==> src/rtl/biquad_coeff_pkg.sv <==
// Shared definitions for the biquad coefficient loader: coefficient width, FSM
// encoding and the cascade shift-order convention.
package biquad_coeff_pkg;

    localparam int unsigned COEFF_BITS = 32'd18;

    typedef logic [COEFF_BITS-1:0] coeff_t;

    typedef enum logic [1:0] {
        ST_IDLE   = 2'd0,
        ST_SHIFT  = 2'd1,
        ST_UPDATE = 2'd2
    } state_e;

    function automatic int unsigned addr_width(input int unsigned n);
        return (n > 32'd1) ? $clog2(n) : 32'd1;
    endfunction

    // Index 0 is the first DSP of the cascade; the B1 chain is a shift register,
    // so the farthest DSP's word must be shifted in first.
    function automatic int unsigned first_shift_idx(input int unsigned n);
        return n - 32'd1;
    endfunction

endpackage

==> src/rtl/biquad_coeff_loader_if.sv <==
// Host-side register/control bus of the biquad coefficient loader.
interface biquad_coeff_loader_if
    import biquad_coeff_pkg::*;
#(
    parameter int unsigned NCOEFF = 32'd4
);
    localparam int unsigned AW = addr_width(NCOEFF);

    logic          wr_en_i;
    logic [AW-1:0] wr_addr_i;
    coeff_t        wr_dat_i;
    logic          wr_ready_o;
    logic          commit_i;
    logic          busy_o;
    logic          done_o;

    modport master (
        output wr_en_i, wr_addr_i, wr_dat_i, commit_i,
        input  wr_ready_o, busy_o, done_o
    );

    modport slave (
        input  wr_en_i, wr_addr_i, wr_dat_i, commit_i,
        output wr_ready_o, busy_o, done_o
    );

endinterface

==> src/rtl/biquad_coeff_shadow.sv <==
// Host-writable shadow register file, NCOEFF x COEFF_BITS, with every entry
// readable asynchronously.
module biquad_coeff_shadow
    import biquad_coeff_pkg::*;
#(
    parameter  int unsigned NCOEFF = 32'd4,
    localparam int unsigned AW     = addr_width(NCOEFF)
) (
    input  logic          clk,
    input  logic          rst,
    input  logic          we,
    input  logic [AW-1:0] waddr,
    input  coeff_t        wdat,
    output coeff_t        words [NCOEFF]
);

    coeff_t mem_r [NCOEFF];

    // Shadow storage; cleared on reset, written one entry per cycle.
    always_ff @(posedge clk) begin
        if (rst) begin
            for (int i = 0; i < int'(NCOEFF); i++) begin
                mem_r[i] <= '0;
            end
        end else if (we) begin
            mem_r[waddr] <= wdat;
        end
    end

    assign words = mem_r;

endmodule

==> src/rtl/biquad_coeff_loader.sv <==
// Coefficient loader for a biquad pole IIR: shadow register file plus the FSM that
// shifts it into the DSP B1 cascade and pulses the B2 update.
// Optional readback of the committed coefficients: BIQUAD_COEFF_READBACK_EN.
module biquad_coeff_loader
    import biquad_coeff_pkg::*;
#(
    parameter int unsigned NCOEFF = 32'd4
) (
    input  logic                          clk,
    input  logic                          rst,
    biquad_coeff_loader_if.slave          host,
    output coeff_t                        coeff_dat_o,
    output logic                          coeff_wr_o,
    output logic                          coeff_update_o
`ifdef BIQUAD_COEFF_READBACK_EN
    ,
    input  logic [addr_width(NCOEFF)-1:0] rd_addr_i,
    output coeff_t                        rd_dat_o
`endif
);

    localparam int unsigned   AW       = addr_width(NCOEFF);
    localparam logic [AW-1:0] LAST_IDX = AW'(first_shift_idx(NCOEFF));
    localparam logic [AW-1:0] ONE      = AW'(32'd1);

    state_e        state_r;
    logic [AW-1:0] idx_r;
    coeff_t        coeff_dat_r;
    logic          coeff_wr_r;
    logic          coeff_update_r;
    logic          done_r;
    logic          busy_r;
    logic          wr_ready_r;
    logic          shadow_we_s;
    coeff_t        first_word_s;
    coeff_t        words_s [NCOEFF];

    // Shadow writes land only while idle and in range; a same-cycle write to the
    // first-shifted entry is forwarded so the commit carries the new value.
    always_comb begin
        shadow_we_s  = 1'b0;
        first_word_s = words_s[LAST_IDX];
        if ((state_r == ST_IDLE) && host.wr_en_i && (32'(host.wr_addr_i) < NCOEFF)) begin
            shadow_we_s = 1'b1;
        end else begin
            shadow_we_s = 1'b0;
        end
        if (shadow_we_s && (host.wr_addr_i == LAST_IDX)) begin
            first_word_s = host.wr_dat_i;
        end else begin
            first_word_s = words_s[LAST_IDX];
        end
    end

    biquad_coeff_shadow #(
        .NCOEFF (NCOEFF)
    ) u_shadow (
        .clk   (clk),
        .rst   (rst),
        .we    (shadow_we_s),
        .waddr (host.wr_addr_i),
        .wdat  (host.wr_dat_i),
        .words (words_s)
    );

    // Load sequencer: IDLE -> SHIFT (NCOEFF words, farthest first) -> UPDATE -> IDLE.
    always_ff @(posedge clk) begin
        if (rst) begin
            state_r        <= ST_IDLE;
            idx_r          <= '0;
            coeff_dat_r    <= '0;
            coeff_wr_r     <= 1'b0;
            coeff_update_r <= 1'b0;
            done_r         <= 1'b0;
            busy_r         <= 1'b0;
            wr_ready_r     <= 1'b1;
        end else begin
            case (state_r)
                ST_IDLE: begin
                    coeff_update_r <= 1'b0;
                    done_r         <= 1'b0;
                    if (host.commit_i) begin
                        state_r     <= ST_SHIFT;
                        idx_r       <= LAST_IDX;
                        coeff_dat_r <= first_word_s;
                        coeff_wr_r  <= 1'b1;
                        busy_r      <= 1'b1;
                        wr_ready_r  <= 1'b0;
                    end else begin
                        coeff_dat_r <= '0;
                        coeff_wr_r  <= 1'b0;
                        busy_r      <= 1'b0;
                        wr_ready_r  <= 1'b1;
                    end
                end
                ST_SHIFT: begin
                    if (idx_r == '0) begin
                        state_r        <= ST_UPDATE;
                        coeff_dat_r    <= '0;
                        coeff_wr_r     <= 1'b0;
                        coeff_update_r <= 1'b1;
                        done_r         <= 1'b1;
                    end else begin
                        idx_r       <= idx_r - ONE;
                        coeff_dat_r <= words_s[idx_r - ONE];
                        coeff_wr_r  <= 1'b1;
                    end
                end
                ST_UPDATE: begin
                    state_r        <= ST_IDLE;
                    coeff_update_r <= 1'b0;
                    done_r         <= 1'b0;
                    busy_r         <= 1'b0;
                    wr_ready_r     <= 1'b1;
                end
                default: begin
                    state_r        <= ST_IDLE;
                    idx_r          <= '0;
                    coeff_dat_r    <= '0;
                    coeff_wr_r     <= 1'b0;
                    coeff_update_r <= 1'b0;
                    done_r         <= 1'b0;
                    busy_r         <= 1'b0;
                    wr_ready_r     <= 1'b1;
                end
            endcase
        end
    end

    assign coeff_dat_o     = coeff_dat_r;
    assign coeff_wr_o      = coeff_wr_r;
    assign coeff_update_o  = coeff_update_r;
    assign host.done_o     = done_r;
    assign host.busy_o     = busy_r;
    assign host.wr_ready_o = wr_ready_r;

`ifdef BIQUAD_COEFF_READBACK_EN
    coeff_t snap_r [NCOEFF];
    coeff_t rd_dat_r;

    // Snapshot taken on the edge entering UPDATE, so it mirrors what B2 now holds.
    always_ff @(posedge clk) begin
        if (rst) begin
            for (int i = 0; i < int'(NCOEFF); i++) begin
                snap_r[i] <= '0;
            end
            rd_dat_r <= '0;
        end else begin
            if ((state_r == ST_SHIFT) && (idx_r == '0)) begin
                snap_r <= words_s;
            end
            if (32'(rd_addr_i) < NCOEFF) begin
                rd_dat_r <= snap_r[rd_addr_i];
            end else begin
                rd_dat_r <= '0;
            end
        end
    end

    assign rd_dat_o = rd_dat_r;
`endif

endmodule
==> src/flat_wrapper.sv <==
// flat-port wrapper written by rule: the top's interface ports become plain ports
module biquad_coeff_loader_flat import biquad_coeff_pkg::*;
#(
    parameter int unsigned NCOEFF = 32'd4
)
  (clk, rst, coeff_dat_o, coeff_wr_o, coeff_update_o, host_wr_en_i, host_wr_addr_i, host_wr_dat_i, host_commit_i, host_wr_ready_o, host_busy_o, host_done_o);
  biquad_coeff_loader_if #(.NCOEFF(NCOEFF)) host_i ();
  input  logic clk;
  input  logic rst;
  output coeff_t coeff_dat_o;
  output logic coeff_wr_o;
  output logic coeff_update_o;
  input wire logic [$bits(host_i.wr_en_i)-1:0] host_wr_en_i;
  input wire logic [$bits(host_i.wr_addr_i)-1:0] host_wr_addr_i;
  input wire logic [$bits(host_i.wr_dat_i)-1:0] host_wr_dat_i;
  input wire logic [$bits(host_i.commit_i)-1:0] host_commit_i;
  output wire logic [$bits(host_i.wr_ready_o)-1:0] host_wr_ready_o;
  output wire logic [$bits(host_i.busy_o)-1:0] host_busy_o;
  output wire logic [$bits(host_i.done_o)-1:0] host_done_o;
  assign host_i.wr_en_i = host_wr_en_i;
  assign host_i.wr_addr_i = host_wr_addr_i;
  assign host_i.wr_dat_i = host_wr_dat_i;
  assign host_i.commit_i = host_commit_i;
  assign host_wr_ready_o = host_i.wr_ready_o;
  assign host_busy_o = host_i.busy_o;
  assign host_done_o = host_i.done_o;
  biquad_coeff_loader #(.NCOEFF(NCOEFF)) u_core (.clk(clk), .rst(rst), .host(host_i), .coeff_dat_o(coeff_dat_o), .coeff_wr_o(coeff_wr_o), .coeff_update_o(coeff_update_o));
endmodule
==> config.mk <==
export PLATFORM = sky130hd
export DESIGN_NAME = biquad_coeff_loader_flat
export DESIGN_NICKNAME = d
export VERILOG_FILES = /design/src/rtl/biquad_coeff_pkg.sv /design/src/rtl/biquad_coeff_loader_if.sv /design/src/rtl/biquad_coeff_shadow.sv /design/src/rtl/biquad_coeff_loader.sv /design/src/flat_wrapper.sv
export SDC_FILE = /design/constraint.sdc
export NUM_CORES = 1
export LEC_CHECK = 0
export ABC_AREA = 0
export BUFFER_PORTS_ARGS = -buffer_cell sky130_fd_sc_hd__buf_2
export CAP_MARGIN = 20
export CORE_MARGIN = 8
export CORE_UTILIZATION = 45
export CTS_BUF_LIST = sky130_fd_sc_hd__clkbuf_4 sky130_fd_sc_hd__clkbuf_8
export DETAILED_ROUTE_END_ITERATION = 6
export RECOVER_POWER = 50
export SYNTH_ARGS = -nofsm -noshare
export SYNTH_HDL_FRONTEND = slang
export SYNTH_HIERARCHICAL = 1
export SYNTH_SLANG_ARGS = --single-unit
==> constraint.sdc <==
create_clock -name clk -period 3.54 [get_ports clk]
set_input_delay 0.177 -clock clk [delete_from_list [all_inputs] [get_ports clk]]
set_output_delay 0.177 -clock clk [all_outputs]
set_load 0.03 [all_outputs]
==> flow_metrics.tcl <==
set metrics [dict create \
    outcome "complete, no violations" \
    port_buffers 46 \
    cp_slowest_cell "nor3b_1" \
    post_drt_wl_per_cell_um 17.71 \
    routed-via-count 2983 \
    overflow 0 \
    p_leak_nw 2.006 \
    ys_seq_area_share_pct 43.12 \
    r2r_end "u_core/u_shadow/words[59]" \
    netlist_instances 399 \
    period_share_pct 72.81 \
    final_cell_area_um2 4901 \
    cp_num_cells 4 \
    synthFlopType "dfxtp_1" \
    cts-htree-levels 3 \
    cts_setup_buffers 0 \
    synth_edf_count 0 \
    clk_latency_ns 0.36 \
    drive_above_1_share_pct 15.10 \
    grt_pass1_vias 3066 \
    r2r_slack_ns 0.96 \
    ys_ff_latch 98 \
    postLayoutCoreUtil_pct 50.14 \
    initial_core_util_pct 46.54 \
    cts_made_buffers 9 \
    finalSetupViolCount 0 \
    finalCriticalPeriod_ns 2.577 \
    detail_route.first_pass.iterations 4 \
    syn_nets 424 \
    final.setup_skew_ns 0.01034 \
    cp-startpoint "u_core/state_r[0]" \
    endpoint_kind "register" \
    chipHeight_um 116.5 \
    hold_path_class "in2reg" \
    worstPathArrival_ns 2.87 \
    hold_viol_final 0 \
    wirelength_um 10090 \
    grt_util_all_layers_pct 15.81 \
    die-width_um 116.5 \
    cts.clk_slew.worst_paths_ns 0.09 \
    crit_path_max_incr_delay_ns 0.74 \
    timing.setup.tns_ns 0 \
    ys.warnings.count 6 \
    rr_worst_depth 4 \
    ys_types 36 \
    worst_hold_slack_ns 0.1041 \
    cp_top_family "simple AND/OR/NAND/NOR gates" \
    dpl.hpwl_um 6444 \
    gp_congestion 0.7363 \
    reg2reg_from "u_core/state_r[0]" \
    crit_fanout 11 \
    crit_chain "nor3b_1, nor3b_1, buf_4, mux2i_1" \
    slew_viol_final 0 \
    drc 0 \
    cts_root_buf "clkbuf_8" \
    diodes 0 \
    vdd_drop_max_mv 0.2066 \
    grt_pass1_wl_um 16570 \
    cts_hold_buffers 0 \
    worstMarginPinSlew_ns 1.077 \
    max_freq_mhz 388.0 \
    row_count 36 \
    total_power_mw 2.151 \
    synth.avg_cell_area_um2 11.40 \
    clock_sinks 98 \
    required_ns 3.83 \
    syn_to_final_growth_pct 7.728 \
    via_per_inst 5.233 \
    placed_cell_area_um2 4772 \
    synth_area_um2 4549 \
    cts.path.max_buffers 2 \
    core-area_um2 9774 \
    p_per_area_nw_per_um2 438.9 \
    start_kind "register" \
    cts_tree "built" \
    fin_nets 457 \
    ios 47 \
    antenna_found_initial 0 \
    grt_max_degree 62 \
    worstSetupPathType "reg2reg" \
    slew-limit-headroom_pct 27.95 \
    critPathCapture "u_core/u_shadow/words[59]" \
    cts_resized 0 \
    drtIter0Drc 148 \
    maxCapViolCount 0 \
    rsz0062_at_grt "no" \
    path_common_cell "nor3b_1" \
    antenna_left 0 \
    die-area_um2 13580 \
    cp_num_buf_inv 1 \
    async_flop_share_pct 0 \
]
## sequential cells by signal, summed over array words and instances (netlist names)
register                cells
u_core/coeff_wr_o           1
u_core/state_r              2
u_core/host.busy_o          1
u_core/host.done_o          1
u_core/coeff_dat_o         18
u_core/u_shadow/words      72
u_core/host.wr_ready_o      1
u_core/idx_r                2
## cells in the mapped netlist (2+ instances only)
| library cell | n | area share [%] |
|---|---|---|
| mux4_2 | 18 | 8.9 |
| buf_4 | 4 | 0.66 |
| o21ai_0 | 12 | 1.3 |
| clkbuf_1 | 11 | 0.91 |
| nand2b_1 | 92 | 13 |
| a21oi_1 | 2 | 0.22 |
| buf_2 | 5 | 0.55 |
| buf_8 | 2 | 0.66 |
| nor3b_4 | 2 | 0.83 |
| nor2_1 | 3 | 0.25 |
| o21ai_1 | 10 | 1.1 |
| buf_6 | 6 | 1.5 |
| mux2i_1 | 90 | 20 |
| a22oi_1 | 19 | 3.1 |
| inv_1 | 4 | 0.33 |
| nand2_1 | 2 | 0.17 |
| dfxtp_1 | 98 | 43 |
## kinds of logic (layout without fill, tap and decap cells)
family                     count (synthesis)  count (layout)  share of synthesized area [%]
buffers and inverters                     34              72                          5.143
DFF                                       98              98                          43.12
muxes                                    108             108                          28.71
and+or+nand+nor                          111             111                          16.20
adders and majority gates                  1               1                         0.2750
AOI/OAI and AO/OA                         47              47                          6.546
## per-layer routing
layer | up-vias | track usage, % | share of wire (%)
li1 | 1471 | - | -
met1 | 1460 | 19.59 | 46
met2 | 43 | 26.77 | 49
met3 | 9 | 4.292 | 3.8
met4 | 0 | 3.669 | 0.88
met5 | - | 0 | 0
## report_power, final
group | leakage [nW] | internal [mW] | switching, mW
registers | 0.796 | 1.14 | 0.0262
logic | 1.11 | 0.131 | 0.172
clock network | 0.0958 | 0.301 | 0.376
total | 2.01 | 1.58 | 0.575
## stage by stage
step                      instances  setup slack, ns
after floorplan                 399            1.524
after detailed placement        554            1.429
final                           570           0.9627
after global placement          554            1.467
after global routing            570           0.7712
after CTS                       570            1.408
## cell type report
cell class,count,area (um2)
clock inverter,4,26.28
fill,940,4873
sequential,98,1962
clock buffer,12,158.9
multi-input combinational,267,2326
timing repair buffer,52,246.5
inverter,4,15.01
tap,133,166.4
## how the worst min path moves through the flow
| stage | endpoint | cells past startpoint | slack, ns | from |
|---|---|---|---|---|
| after floorplan | u_core/coeff_dat_o[0] | 2 | 0.35 | host_wr_dat_i[0] |
| after global placement | u_core/coeff_wr_o | 1 | 0.43 | u_core/coeff_wr_o |
| after detailed placement | u_core/u_shadow/words[51] | 2 | 0.46 | u_core/u_shadow/words[51] |
| after CTS | u_core/coeff_dat_o[4] | 3 | 0.09 | host_wr_dat_i[4] |
| after global routing | u_core/coeff_dat_o[0] | 3 | 0.1 | host_wr_dat_i[0] |
| final | u_core/coeff_dat_o[3] | 3 | 0.10 | host_wr_dat_i[3] |
## worst register-to-register path: stages, from the launching register on
cell	delay (ns)
dfxtp_1	0.43
nor3b_1	0.72
nor3b_1	0.74
buf_4	0.40
mux2i_1	0.23
## cells in the final DEF (no fill, tap or decap), types with 2 or more instances in the layout
cell type,n
a21oi_1,2
a22oi_1,19
buf_2,23
buf_4,6
clkbuf_1,23
clkbuf_8,11
clkinv_2,2
dfxtp_1,98
inv_1,4
mux2i_1,90
mux4_2,18
nand2_1,2
nand2b_1,92
nand3b_1,2
nor2_1,3
nor3b_1,2
o21ai_0,12
o21ai_1,10
Power figures use the tool's default switching activity.
